`src/rtl/mem_port_arbiter_pkg.sv`:
```
// Shared types and helpers for the unified-memory port arbiter.
// Owner encoding is used both for the in-flight owner and for the round-robin history.
package mem_port_arbiter_pkg;

    typedef enum logic {
        ARB_IDLE = 1'b0,
        ARB_BUSY = 1'b1
    } arb_state_e;

    localparam logic ARB_OWNER_IF = 1'b0;
    localparam logic ARB_OWNER_DM = 1'b1;

    // On conflict the side that was not granted last wins; a lone request always wins.
    function automatic logic rr_pick(input logic req_if, input logic req_dm, input logic last_gnt);
        logic pick;
        if (req_if && req_dm) begin
            pick = ~last_gnt;
        end else if (req_dm) begin
            pick = ARB_OWNER_DM;
        end else begin
            pick = ARB_OWNER_IF;
        end
        return pick;
    endfunction

endpackage

```
`src/rtl/mem_port_arbiter_lat_counter.sv`:
```
// Loadable down-counter with zero flag that times the fixed memory latency.
// It saturates at zero, so it only restarts through an explicit load.
module mem_lat_counter #(
    parameter int unsigned WIDTH = 2
) (
    input  logic             clk,
    input  logic             rst,
    input  logic             load_i,
    input  logic [WIDTH-1:0] load_val_i,
    input  logic             dec_i,
    output logic             zero_o
);

    logic [WIDTH-1:0] count_q;
    logic [WIDTH-1:0] count_d;

    always_comb begin
        count_d = count_q;
        if (load_i) begin
            count_d = load_val_i;
        end else if (dec_i && (count_q != '0)) begin
            count_d = count_q - WIDTH'(1);
        end
    end

    always_ff @(posedge clk) begin
        if (rst) begin
            count_q <= '0;
        end else begin
            count_q <= count_d;
        end
    end

    assign zero_o = (count_q == '0);

endmodule

```
`src/rtl/mem_port_arbiter.sv`:
```
// Shares one single-port fixed-latency memory between instruction fetch and data access.
// Round-robin on conflict; produces the pipeline stall for the control unit.
module mem_port_arbiter
    import mem_port_arbiter_pkg::*;
#(
    parameter int unsigned DATA_WIDTH  = 32,
    parameter int unsigned ADDR_WIDTH  = 32,
    parameter int unsigned MEM_LATENCY = 2
) (
    input  logic                  clk,
    input  logic                  rst,

    input  logic                  if_req,
    input  logic [ADDR_WIDTH-1:0] if_addr,
    output logic                  if_gnt,
    output logic                  if_valid,
    output logic [DATA_WIDTH-1:0] if_rdata,

    input  logic                  dm_req,
    input  logic                  dm_we,
    input  logic                  dm_addr_mode,
    input  logic [ADDR_WIDTH-1:0] dm_addr,
    input  logic [DATA_WIDTH-1:0] dm_wdata,
    output logic                  dm_gnt,
    output logic                  dm_valid,
    output logic [DATA_WIDTH-1:0] dm_rdata,

    output logic                  mem_en,
    output logic                  mem_we,
    output logic                  mem_addr_mode,
    output logic [ADDR_WIDTH-1:0] mem_addr,
    output logic [DATA_WIDTH-1:0] mem_wdata,
    input  logic [DATA_WIDTH-1:0] mem_rdata,

    output logic                  stall,
    output arb_state_e            dbg_state
);

    // Handshake: a requester raises req with its payload and holds both until its
    // valid pulse; gnt pulses in the accept cycle, valid exactly MEM_LATENCY cycles later.

    localparam int unsigned      CNT_W    = $clog2(MEM_LATENCY + 1);
    localparam logic [CNT_W-1:0] CNT_LOAD = CNT_W'(MEM_LATENCY - 1);

    arb_state_e state_q;
    logic       owner_q;
    logic       owner_we_q;
    logic       last_gnt_q;

    logic       winner;
    logic       win_dm;
    logic       accept;
    logic       done;
    logic       cnt_zero;

    assign winner = rr_pick(if_req, dm_req, last_gnt_q);
    assign win_dm = (winner == ARB_OWNER_DM);

    // Reset masks both the accept and the completion so every output is quiet during reset.
    assign accept = ~rst & (state_q == ARB_IDLE) & (if_req | dm_req);
    assign done   = ~rst & (state_q == ARB_BUSY) & cnt_zero;

    mem_lat_counter #(
        .WIDTH (CNT_W)
    ) u_lat_counter (
        .clk        (clk),
        .rst        (rst),
        .load_i     (accept),
        .load_val_i (CNT_LOAD),
        .dec_i      (state_q == ARB_BUSY),
        .zero_o     (cnt_zero)
    );

    always_ff @(posedge clk) begin
        if (rst) begin
            state_q    <= ARB_IDLE;
            owner_q    <= ARB_OWNER_IF;
            owner_we_q <= 1'b0;
            last_gnt_q <= ARB_OWNER_IF;
        end else begin
            case (state_q)
                ARB_IDLE: begin
                    if (accept) begin
                        state_q    <= ARB_BUSY;
                        owner_q    <= winner;
                        owner_we_q <= win_dm & dm_we;
                        last_gnt_q <= winner;
                    end
                end
                ARB_BUSY: begin
                    if (cnt_zero) begin
                        state_q <= ARB_IDLE;
                    end
                end
                default: begin
                    state_q <= ARB_IDLE;
                end
            endcase
        end
    end

    assign if_gnt   = accept & ~win_dm;
    assign dm_gnt   = accept &  win_dm;
    assign if_valid = done & (owner_q == ARB_OWNER_IF);
    assign dm_valid = done & (owner_q == ARB_OWNER_DM);

    assign if_rdata = if_valid ? mem_rdata : '0;
    assign dm_rdata = (dm_valid & ~owner_we_q) ? mem_rdata : '0;

    // Memory side is driven straight from the winner in the accept cycle only.
    assign mem_en        = accept;
    assign mem_we        = dm_gnt & dm_we;
    assign mem_addr_mode = dm_gnt & dm_addr_mode;
    assign mem_addr      = if_gnt ? if_addr : (dm_gnt ? dm_addr : '0);
    assign mem_wdata     = (dm_gnt & dm_we) ? dm_wdata : '0;

    assign stall     = ~rst & ((if_req & ~if_valid) | (dm_req & ~dm_valid));
    assign dbg_state = state_q;

endmodule

```
`config.mk`:
```
export PLATFORM = sky130hd
export DESIGN_NAME = mem_port_arbiter
export DESIGN_NICKNAME = d
export VERILOG_FILES = /design/src/rtl/mem_port_arbiter_pkg.sv /design/src/rtl/mem_port_arbiter_lat_counter.sv /design/src/rtl/mem_port_arbiter.sv
export SDC_FILE = /design/constraint.sdc
export NUM_CORES = 1
export LEC_CHECK = 0
export ABC_CLOCK_PERIOD_IN_PS = 1400
export CORE_AREA = 2 2 105 107
export CTS_CLUSTER_DIAMETER = 150
export CTS_CLUSTER_SIZE = 24
export DETAILED_ROUTE_END_ITERATION = 7
export DIE_AREA = 0 0 107 109
export GPL_ROUTABILITY_DRIVEN = 0
export PLACE_DENSITY = 0.68
export SYNTH_ARGS = -nofsm -noshare
export SYNTH_HDL_FRONTEND = slang
export SYNTH_SLANG_ARGS = --single-unit
```
`constraint.sdc`:
```
create_clock -name clk -period 1.4 [get_ports clk]
set_input_delay 0.28 -clock clk [delete_from_list [all_inputs] [get_ports clk]]
set_output_delay 0.28 -clock clk [all_outputs]
set_load 0.05 [all_outputs]
```
---- Word level (Yosys, flattened, before mapping) ----
Cells that the tools add are included.
operators by class
  add/sub/neg operators ................... 1
  mux-type cells .......................... 12
  bitwise gates (word level) .............. 24
  reductions and logical operators ........ 7
operators with widths
  cell                                               count
  two-way mux 32 bit                                 5
  AND 1 bit                                          15
  NOT 1 bit                                          7
  two-way mux 1 bit                                  6
  nonzero test 2 bit                                 2
  logical AND 1 bit                                  2
  zero test 2 bit                                    1
  bitwise OR 1 bit                                   2
  case mux 1 bit (2 select lines)                    1
  AND reduction 2 bit                                1
  OR reduction 2 bit                                 1
  subtractor 2 x 1 -> 2 bit (second input constant)  1
word-level totals
  register bits ........................... 5
  bits of input ports ..................... 134
  output and inout port bits .............. 137
  logic and storage cells ................. 49

---- Depth between registers and ports, before layout ----
Gate-level depths: netlist (run 1).
  depth after elaboration ................. 8
  gate-level depth with buffers ........... 7
  depth with buffers taken out ............ 5

---- By module ----
Synthesis (run 1) repeated with hierarchy kept, for this count alone.
unflattened totals
  cells, all modules ...................... 189
  area, all modules ....................... 1,313.8 um^2
by module, submodules not included
  module            instances  cells each  area each (um^2)  seq. area each (um^2)
  mem_port_arbiter  1          175         1,187.4           60.1
  mem_lat_counter   1          14          126.4             40.0

---- Worst setup path before layout (run 1) ----
Ideal clock, no wire load.
  path kind ............................... register to output
  start ................................... reg state_q, in the netlist dbg_state
  end ..................................... out if_rdata[22]
  arrival time ............................ 1,970 ps
  data required time ...................... 1,120 ps
  slack ................................... -850 ps
  stages on the path, launching flop included .. 5
  buffers on the path ..................... 2
  cells stage by stage .................... dfxtp_1 > buf_2 > and4bb_2 > buf_2 > and2_1
between the ends
  word-level cells in the longest chain between the ends .. 4
ends and longest elaborated chain
  what                     RTL line                 RTL
  start, declared          mem_port_arbiter.sv:45   arb_state_e state_q;
  start signal, assigned   mem_port_arbiter.sv:76   state_q <= ARB_IDLE;
  start signal, assigned   mem_port_arbiter.sv:84   state_q <= ARB_BUSY;
  start signal, assigned   mem_port_arbiter.sv:92   state_q <= ARB_IDLE;
  AND 1 bit (2 in series)  mem_port_arbiter.sv:61   assign done = ~rst & (state_q == ARB_BUSY) & cnt_zero;
  AND 1 bit                mem_port_arbiter.sv:104  assign if_valid = done & (owner_q == ARB_OWNER_IF);
  named net if_valid       mem_port_arbiter.sv:16   output logic if_valid,
  two-way mux 32 bit       mem_port_arbiter.sv:107  assign if_rdata = if_valid ? mem_rdata : '0;
  end, declared            mem_port_arbiter.sv:17   output logic [DATA_WIDTH-1:0] if_rdata,
The timed path passes the listed nets, and every way through them passes these cells.

---- Worst setup path after layout (run 1) ----
  start ................................... reg u_lat_counter.count_q[0]
  end ..................................... out if_rdata[8]
between the ends
  word-level cells in the longest chain between the ends .. 4
ends and longest elaborated chain
  what                    RTL line                            RTL
  start, declared         mem_port_arbiter_lat_counter.sv:14  logic [WIDTH-1:0] count_q;
  start signal, assigned  mem_port_arbiter_lat_counter.sv:30  count_q <= count_d;
  zero test 2 bit         mem_port_arbiter_lat_counter.sv:34  assign zero_o = (count_q == '0);
  AND 1 bit               mem_port_arbiter.sv:61
  AND 1 bit               mem_port_arbiter.sv:104
  two-way mux 32 bit      mem_port_arbiter.sv:107
No other way between the ends.

==> flow_summary.yaml, run 1 <==
setup_path:
  path_buf_inv: 4
  cp_top_family: "buffers and inverters"
  reg2reg_slack_ns: 0.06
  critPathSlowestCell: "dfxtp_2"
  crit_type: "flip-flop to output pin"
  crit_chain: "inv_2 > ha_4 > and4bb_4 > buf_12 > clkbuf_16 > and2_4 > buf_12"
  timing.critical_path.required_ns: 1.12
  critPathLaunchType: "flip-flop"
  cpPeakStageDelay_ns: 0.32
  arrival_ns: 1.61
  path_common_cell: "buf_12"
  end_kind: "output pin"
  critPathMaxFanout: 8
clock_tree:
  htree_levels: 1
  path_clk_slew_ns: 0.04
  cts_inserted_buffers: 3
  clockBufferDepth: 2
  insertion_delay_ns: 0.23
  cts.sinks: 5
  root_buffer: "clkbuf_8"
  tritoncts: "yes"
  ctsHoldBuffers: 0
flow_run:
  max_cap_violations: 0
route:
  wl_per_cell_um: 18.37
  ant_nets: 0
  drtIter0Drc: 101
  wirelength_um: 11610
  first_pass_iters: 4
  drc_errors: 0
  viasPerCell: 4.369
  vias: 2761
sta:
  setup_viol: 135
  clock.fmax_mhz: 527.9
  whs_ns: 0.4407
  fin_crit_sh_pct: 135.3
  period_needed_ns: 1.894
  rsz0062_at_grt: "true"
  max-slew-margin-rel_pct: 75.02
  tightest_slew_ns: 0.3718
  drv_slew: 0
  final.setup.worst_slack_ns: -0.4944
  finalHoldViolations: 0
  skew_ns: 0.001355
pwr:
  power_per_cell_area_nw_per_um2: 407.4
  p_total_w: 0.002814
  p_leak_nw: 2.886
  ir_drop_mv: 0.3494
final_layout:
  fin_nets: 628
  area_growth_pct: 430.3
  diodes: 0
  final_common_cell: "buf_12"
  drive_gt1_share_pct: 68.90
  most-common-layout-cells: "buf_12 (151), clkdlybuf4s50_1 (130), and2_4 (64)"
  design_area_um2: 6907
  fillers: 736
  final_cell_count_no_fill: 632
synth:
  ys_types: 22
  avgSynthCellArea_um2: 6.784
  ys_seq_area_share_pct: 7.685
  syn-num-nets: 327
  syn-cell-area_um2: 1302
  synth_cells: 192
  yosys_register_bits: 5
  synth_warnings: 0
global_routing:
  grt_first_pass_wirelength_um: 17110
  overflow: 0
  grt.total_usage_pct: 18.90
  grt_max_degree: 35
  antenna_found_initial: 0
  grt_pass1_vias: 2971
status:
  violations: "negative setup slack"
  outcome: "finished, violations left"
die:
  dieWidth_um: 107
  rows: 38
  die_height_um: 109
  dieArea_um2: 11660
  ios: 271
  initial_core_util_pct: 12.28
  coreArea_um2: 10600
placement:
  numPortBuffers: 270
  place_area_um2: 6122
  place_ws_ns: -0.7160
  dp.cells: 601
  hpwl_um: 8387
min_path:
  hold_path_class: "input pin to flip-flop"
-- state kept, by name, summed over array words and instances (netlist names) --
signal	flops
owner_we_q	1
u_lat_counter.count_q	2
dbg_state	1
last_gnt_q	1
-- tightest hold or removal path, stage by stage --
cell	delay (ns)
buf_2	0.14
buf_4	0.16
nor2_1	0.04
-- power breakdown --
| part | internal (W) | switching [W] |
|---|---|---|
| registers | 0.000158 | 0.0000132 |
| logic | 0.00133 | 0.00103 |
| clock network | 0.000197 | 0.0000848 |
| total | 0.00168 | 0.00113 |
-- metrics by stage --
| step | setup TNS [ns] | utilization (%) |
|---|---|---|
| after detailed placement | -87.88 | 57.74 |
| after floorplan | -24.95 | - |
| after global placement | -81.85 | 57.74 |
| after CTS | -62.44 | 65.59 |
| after global routing | -64.74 | 65.14 |
| final | -58.06 | 65.14 |
-- cell families (layout without fill, tap and decap cells) --
group | after synthesis | in the layout | share of synthesized area (%)
and+or+nand+nor | 120 | 120 | 56.29
buffers and inverters | 27 | 327 | 10.37
AOI/OAI and AO/OA | 39 | 39 | 24.69
DFF | 5 | 5 | 7.685
adders and majority gates | 1 | 1 | 0.9605
-- synthesized netlist by cell type --
cell	count	share of area, %
a31oi_1	1	0.48
buf_2	9	3.5
o21ai_0	2	0.77
nand2b_1	3	1.4
a21oi_1	2	0.77
a22o_1	32	22
and2_1	68	33
nor3_1	3	1.2
nand2_1	3	0.86
nand4b_1	1	0.67
o22ai_1	1	0.48
and3_1	34	16
inv_1	4	1.2
clkbuf_1	10	2.9
and4bb_2	1	0.96
nor2_1	6	1.7
buf_6	2	1.7
o2bb2ai_1	1	0.67
buf_4	2	1.2
ha_1	1	0.96
nor2b_1	1	0.48
dfxtp_1	5	7.7
-- routing by layer --
metal | global-route usage (%) | up-vias | wire length [um]
li1 | - | 1278 | -
met1 | 20.04 | 1301 | 3868
met2 | 38.31 | 169 | 6662
met3 | 4.184 | 13 | 939
met4 | 3.154 | 0 | 137
met5 | 0 | - | 0
-- worst paths after layout --
check | cells after the start | start | end
worst max-delay path | 7 | u_lat_counter.count_q[0] | if_rdata[8]
worst min-delay path | 3 | rst | last_gnt_q
worst max register to register | 7 | u_lat_counter.count_q[0] | u_lat_counter.count_q[1]
worst min register to register | 2 | u_lat_counter.count_q[1] | u_lat_counter.count_q[1]
-- repair_timing --
action	in CTS	in global routing
endpoints found under the setup margin	136	136
pin swaps	25	31
hold endpoints to repair	0	0
resized for setup	77	11
buffers inserted	14	7
cloned	13	1
-- cell type report --
type | instances | area [um2] | area share (%)
inverter | 4 | 15.01 | 0.2174
tap | 140 | 175.2 | 2.536
multi-input combinational | 160 | 1749 | 25.33
clock buffer | 4 | 45.04 | 0.6522
sequential | 5 | 110.1 | 1.594
timing repair buffer | 319 | 4812 | 69.67
Note: power is estimated with default switching activity, not from simulation.
==> run 2, diff against run 1 <==
--- a/config.mk
+++ b/config.mk
@@ -5,7 +5,7 @@
 export SDC_FILE = /design/constraint.sdc
 export NUM_CORES = 1
 export LEC_CHECK = 0
-export ABC_CLOCK_PERIOD_IN_PS = 1400
+export ABC_CLOCK_PERIOD_IN_PS = 1700
 export CORE_AREA = 2 2 105 107
 export CTS_CLUSTER_DIAMETER = 150
 export CTS_CLUSTER_SIZE = 24
==> constraint.sdc (replaced) <==
create_clock -name clk -period 1.7 [get_ports clk]
set_input_delay 0.34 -clock clk [delete_from_list [all_inputs] [get_ports clk]]
set_output_delay 0.34 -clock clk [all_outputs]
set_load 0.05 [all_outputs]
==> run 2 against run 1 <==
The flow still finishes with violations (negative setup slack). Cell count is 0.79% lower. Sequential power decreased by 18%. Critical path type unchanged. Non-clock buffer count is 5 lower. Via count is 2.4% lower. Highest routed layer unchanged. Utilization fell by 0.47 points. First-iteration DRC count is 41% lower. Cell area decreased by 0.72%. Flip-flop and latch count stayed put.
==> flow_summary.yaml, run 2 (synthesis results as in run 1) <==
clock_tree:
  cts_inserted_buffers: 3
  cts.sinks: 5
  path_clk_slew_ns: 0.04
  ctsHoldBuffers: 0
  root_buffer: "clkbuf_8"
  tritoncts: "yes"
  insertion_delay_ns: 0.22
  htree_levels: 1
  clockBufferDepth: 2
setup_path:
  crit_type: "flip-flop to output pin"
  timing.rr.end: "owner_we_q"
  critPathMaxFanout: 7
  critPathLaunchType: "flip-flop"
  timing.critical_path.required_ns: 1.36
  path_buf_inv: 3
  crit_cells: 6
  end_kind: "output pin"
  crit_chain: "inv_2 > ha_4 > and4bb_4 > clkbuf_16 > and2_4 > buf_12"
  cp_top_family: "simple AND/OR/NAND/NOR gates"
  crit_start: "u_lat_counter.count_q[0]"
  worstReg2RegStart: "dbg_state"
  reg2reg_slack_ns: 0.37
  critPathSlowestCell: "and4bb_4"
  cp-endpoint: "if_rdata[19]"
  cpPeakStageDelay_ns: 0.37
  arrival_ns: 1.60
  worst_r2r_path_depth: 6
route:
  ant_nets: 0
  routed-wl-met2_um: 6496
  wl_met3_um: 1125
  viasPerCell: 4.297
  top_layer: "met4"
  wl_per_cell_um: 18.49
  wirelength_um: 11590
  vias: 2694
  met1_length_um: 3790
  first_pass_iters: 4
  drtIter0Drc: 60
  drc_errors: 0
final_layout:
  area_growth_pct: 426.4
  largest_register_ffs: 2
  regMostFlops: "u_lat_counter.count_q"
  final_cell_count_no_fill: 627
  fin_nets: 623
  drive_gt1_share_pct: 67.97
  final_common_cell: "buf_12"
  design_area_um2: 6857
  most-common-layout-cells: "buf_12 (142), clkdlybuf4s50_1 (130), and2_4 (64)"
  diodes: 0
die:
  die_height_um: 109
  dieArea_um2: 11660
  initial_core_util_pct: 12.28
  dieWidth_um: 107
  rows: 38
  coreArea_um2: 10600
  ios: 271
pwr:
  p_leak_nw: 2.867
  power_per_cell_area_nw_per_um2: 331.7
  ir_drop_mv: 0.2381
placement:
  place_ws_ns: -0.5334
  place_area_um2: 5931
  dp.cells: 597
  hpwl_um: 8271
  numPortBuffers: 270
sta:
  skew_ns: 0.001302
  setup_viol: 134
  fin_tns_setup_ns: -26.72
  clock.fmax_mhz: 516.6
  period_needed_ns: 1.936
  whs_ns: 0.4809
  tightest_slew_ns: 0.3077
  final.setup.worst_slack_ns: -0.2356
  drv_slew: 0
  fin_crit_sh_pct: 113.9
  finalHoldViolations: 0
  max-slew-margin-rel_pct: 79.33
  rsz0062_at_grt: "true"
global_routing:
  grt_pass1_vias: 2919
  grt_max_degree: 33
  overflow: 0
  grt_first_pass_wirelength_um: 15620
  grt.total_usage_pct: 17.13
  antenna_found_initial: 0
flow_run:
  max_cap_violations: 0
min_path:
  hold_path_class: "flip-flop to flip-flop"
status:
  violations: "negative setup slack"
  outcome: "finished, violations left"
## run 2: cell count changes in the layout (fill, tap and decap cells not counted), moves of 2 or more
| cell | before | now |
|---|---|---|
| buf_12 | 151 | 142 |
| clkbuf_16 | 1 | 8 |
| buf_8 | 3 | 0 |
| buf_4 | 18 | 16 |
| clkdlybuf4s15_1 | 0 | 2 |
| dlygate4sd2_1 | 2 | 0 |
## run 2: stage by stage
step	power (W)	util [%]
2_1_floorplan	0.0008394	-
3_5_place_dp	0.001771	55.94
3_3_place_gp	0.001746	55.94
4_1_cts	0.002193	62.12
6_report	0.002274	64.67
5_1_grt	0.002357	64.67
## run 2: layout make-up
cell class / instances / area [um2]
Tap cell: 140 / 175.2
Fill cell: 762 / 3746
Multi-Input combinational cell: 160 / 1725
Clock buffer: 4 / 45.04
Sequential cell: 5 / 107.6
Inverter: 4 / 15.01
Timing Repair Buffer: 314 / 4788
## run 2: timing repair
item / CTS / global route
setup buffers: 7 / 2
cloned: 7 / 10
pin swaps: 34 / 41
gates resized for setup: 82 / 14
endpoints found under the setup margin: 136 / 134
## run 2: worst min-delay path by stage
stage,startpoint,end,cells past startpoint
6_report,u_lat_counter.count_q[1],u_lat_counter.count_q[1],2
5_1_grt,u_lat_counter.count_q[1],u_lat_counter.count_q[1],2
4_1_cts,u_lat_counter.count_q[1],u_lat_counter.count_q[1],2
3_5_place_dp,u_lat_counter.count_q[1],u_lat_counter.count_q[1],2
3_3_place_gp,u_lat_counter.count_q[1],u_lat_counter.count_q[1],2
2_1_floorplan,u_lat_counter.count_q[1],u_lat_counter.count_q[1],2
## run 2: power by group
group / internal (W) / switching (W)
registers: 0.000131 / 0.0000100
logic: 0.00108 / 0.000836
clock network: 0.000161 / 0.0000576
## run 2: layer usage
layer | vias to the layer above | track usage (%)
met1 | 1236 | 15.95
li1 | 1265 | -
met4 | 0 | 3.154
met2 | 181 | 36.03
met5 | - | 0
met3 | 12 | 5.559
## run 2: worst reg2reg max path: cells and delay by family (launching register included)
kind                   cells  cell delay [ns]
flip-flops                 1             0.35
buffers and inverters      3             0.44
AND/OR/NAND/NOR            2             0.38
AO/OA/AOI/OAI              1             0.10
==> run 3, diff against run 2 <==
--- a/config.mk
+++ b/config.mk
@@ -13,6 +13,7 @@
 export DIE_AREA = 0 0 107 109
 export GPL_ROUTABILITY_DRIVEN = 0
 export PLACE_DENSITY = 0.68
+export SETUP_SLACK_MARGIN = 0.1
 export SYNTH_ARGS = -nofsm -noshare
 export SYNTH_HDL_FRONTEND = slang
 export SYNTH_SLANG_ARGS = --single-unit
==> run 3 against run 2 <==
The flow still finishes with violations (negative setup slack). Total power grew 1.4%. Flip-flop and latch count unchanged. Critical path depth is 3 higher. Via count rose by 2.1%. Routed wire length is 5.7% higher. Non-clock buffer count up 5. Critical endpoint is now dm_rdata[19].
==> flow_summary.yaml, run 3 (synthesis results as in run 1) <==
sta:
  drv_slew: 0
  setup_viol: 134
  final.setup.worst_slack_ns: -0.3295
  tightest_slew_ns: 0.3253
  finalHoldViolations: 0
  skew_ns: 0.0001479
  max-slew-margin-rel_pct: 78.15
  fin_crit_sh_pct: 119.4
  rsz0062_at_grt: "true"
  period_needed_ns: 2.029
  clock.fmax_mhz: 492.7
setup_path:
  crit_chain: "inv_2 > ha_4 > nand4b_1 > nor2_4 > buf_6 > buf_6 > buf_12 > and2_4 > buf_12"
  timing.critical_path.required_ns: 1.36
  critPathSlowestCell: "dfxtp_2"
  critPathLaunchType: "flip-flop"
  critPathMaxFanout: 8
  crit_type: "flip-flop to output pin"
  end_kind: "output pin"
  worstReg2RegStart: "u_lat_counter.count_q[0]"
  crit_start: "u_lat_counter.count_q[0]"
  arrival_ns: 1.69
  cpPeakStageDelay_ns: 0.32
global_routing:
  antenna_found_initial: 3
  grt_max_degree: 35
  overflow: 0
  grt_pass1_vias: 3025
  grt_first_pass_wirelength_um: 17130
  grt.total_usage_pct: 19.11
clock_tree:
  ctsHoldBuffers: 0
  path_clk_slew_ns: 0.04
  tritoncts: "yes"
  insertion_delay_ns: 0.23
  root_buffer: "clkbuf_8"
  cts.sinks: 5
  clockBufferDepth: 2
  htree_levels: 1
  cts_inserted_buffers: 3
final_layout:
  regMostFlops: "u_lat_counter.count_q"
  drive_gt1_share_pct: 68.90
  most-common-layout-cells: "buf_12 (145), clkdlybuf4s50_1 (130), and2_4 (66)"
  final_cell_count_no_fill: 634
  design_area_um2: 6993
  area_growth_pct: 436.9
  fin_nets: 628
  largest_register_ffs: 2
  final_common_cell: "buf_12"
placement:
  dp.cells: 599
  place_area_um2: 6156
  hpwl_um: 9265
  numPortBuffers: 270
die:
  dieWidth_um: 107
  coreArea_um2: 10600
  die_height_um: 109
  initial_core_util_pct: 12.28
  ios: 271
  dieArea_um2: 11660
  rows: 38
pwr:
  p_sw_share_pct: 40.12
  ir_drop_mv: 0.2171
  p_comb_share_pct: 84.0
  p_int_w: 0.001382
  pwr-share-seq_pct: 6.1
  power_per_cell_area_nw_per_um2: 329.9
  p_clk_share_pct: 9.9
  p_leak_nw: 2.916
  p_switching_w: 0.0009256
min_path:
  hp-start: "u_lat_counter.count_q[1]"
  hold_path_class: "flip-flop to flip-flop"
route:
  wl_per_cell_um: 19.32
  vias: 2751
  ant_nets: 0
  wirelength_um: 12250
  drc_errors: 0
  drtIter0Drc: 86
  first_pass_iters: 4
  viasPerCell: 4.339
status:
  violations: "negative setup slack"
  outcome: "finished, violations left"
flow_run:
  max_cap_violations: 0
-- run 3: critical path: cells and delay by family (launching register included) --
family,cells,cell delay [ns]
AND/OR/NAND/NOR,3,0.47
buffers and inverters,5,0.54
flip-flops,1,0.32
adder cells (fa/ha/maj),1,0.13
-- run 3: path summary, 6_finish.rpt --
path	to	slack (ns)	depth (start not counted)
worst max-delay path	dm_rdata[19]	-0.33	9
worst min-delay path	u_lat_counter.count_q[1]	0.50	2
worst max register to register	u_lat_counter.count_q[1]	0.35	7
worst min register to register	u_lat_counter.count_q[1]	0.50	2
-- run 3: metal layers --
layer,global-route usage [%],routed length [um]
met1,18.18,3783
met2,38.94,6935
met3,6.097,1185
met4,5.288,314
met5,0,30
-- run 3: per-stage QoR --
stage	total power, W	TNS, ns	hold slack (ns)	utilization, %	worst slack, ns
floorplan	0.0008849	-3.187	0.4468	-	-0.1247
finish	0.002307	-31.36	0.4968	65.95	-0.3295
CTS	0.002250	-33.64	0.5043	64.01	-0.3456
detailed placement	0.001836	-58.16	0.4959	58.06	-0.4713
global route	0.002381	-38.10	0.5374	65.91	-0.4206
global placement	0.001814	-55.30	0.4557	58.06	-0.4458
-- run 3: final cells by class --
class / count / area [um2]
sequential: 5 / 110.1
tap: 140 / 175.2
antenna: 2 / 5.005
fill: 746 / 3610
clock buffer: 4 / 45.04
multi-input combinational: 160 / 1748
timing repair buffer: 319 / 4892
inverter: 4 / 17.52
-- run 3: power groups by stage --
stage,Combinational [W],Clock [W],Sequential [W]
final,0.00194,0.000229,0.000141
after CTS,0.00188,0.000230,0.000139
after floorplan,0.000739,0,0.000146
after global placement,0.00168,0,0.000137
after detailed placement,0.00170,0,0.000138
after global routing,0.00200,0.000237,0.000142
-- run 3: timing repair --
item | CTS | global route
pin swaps | 39 | 19
endpoints found under the setup margin | 136 | 135
resized for setup | 59 | 18
gates cloned | 11 | 5
buffers inserted | 11 | 3
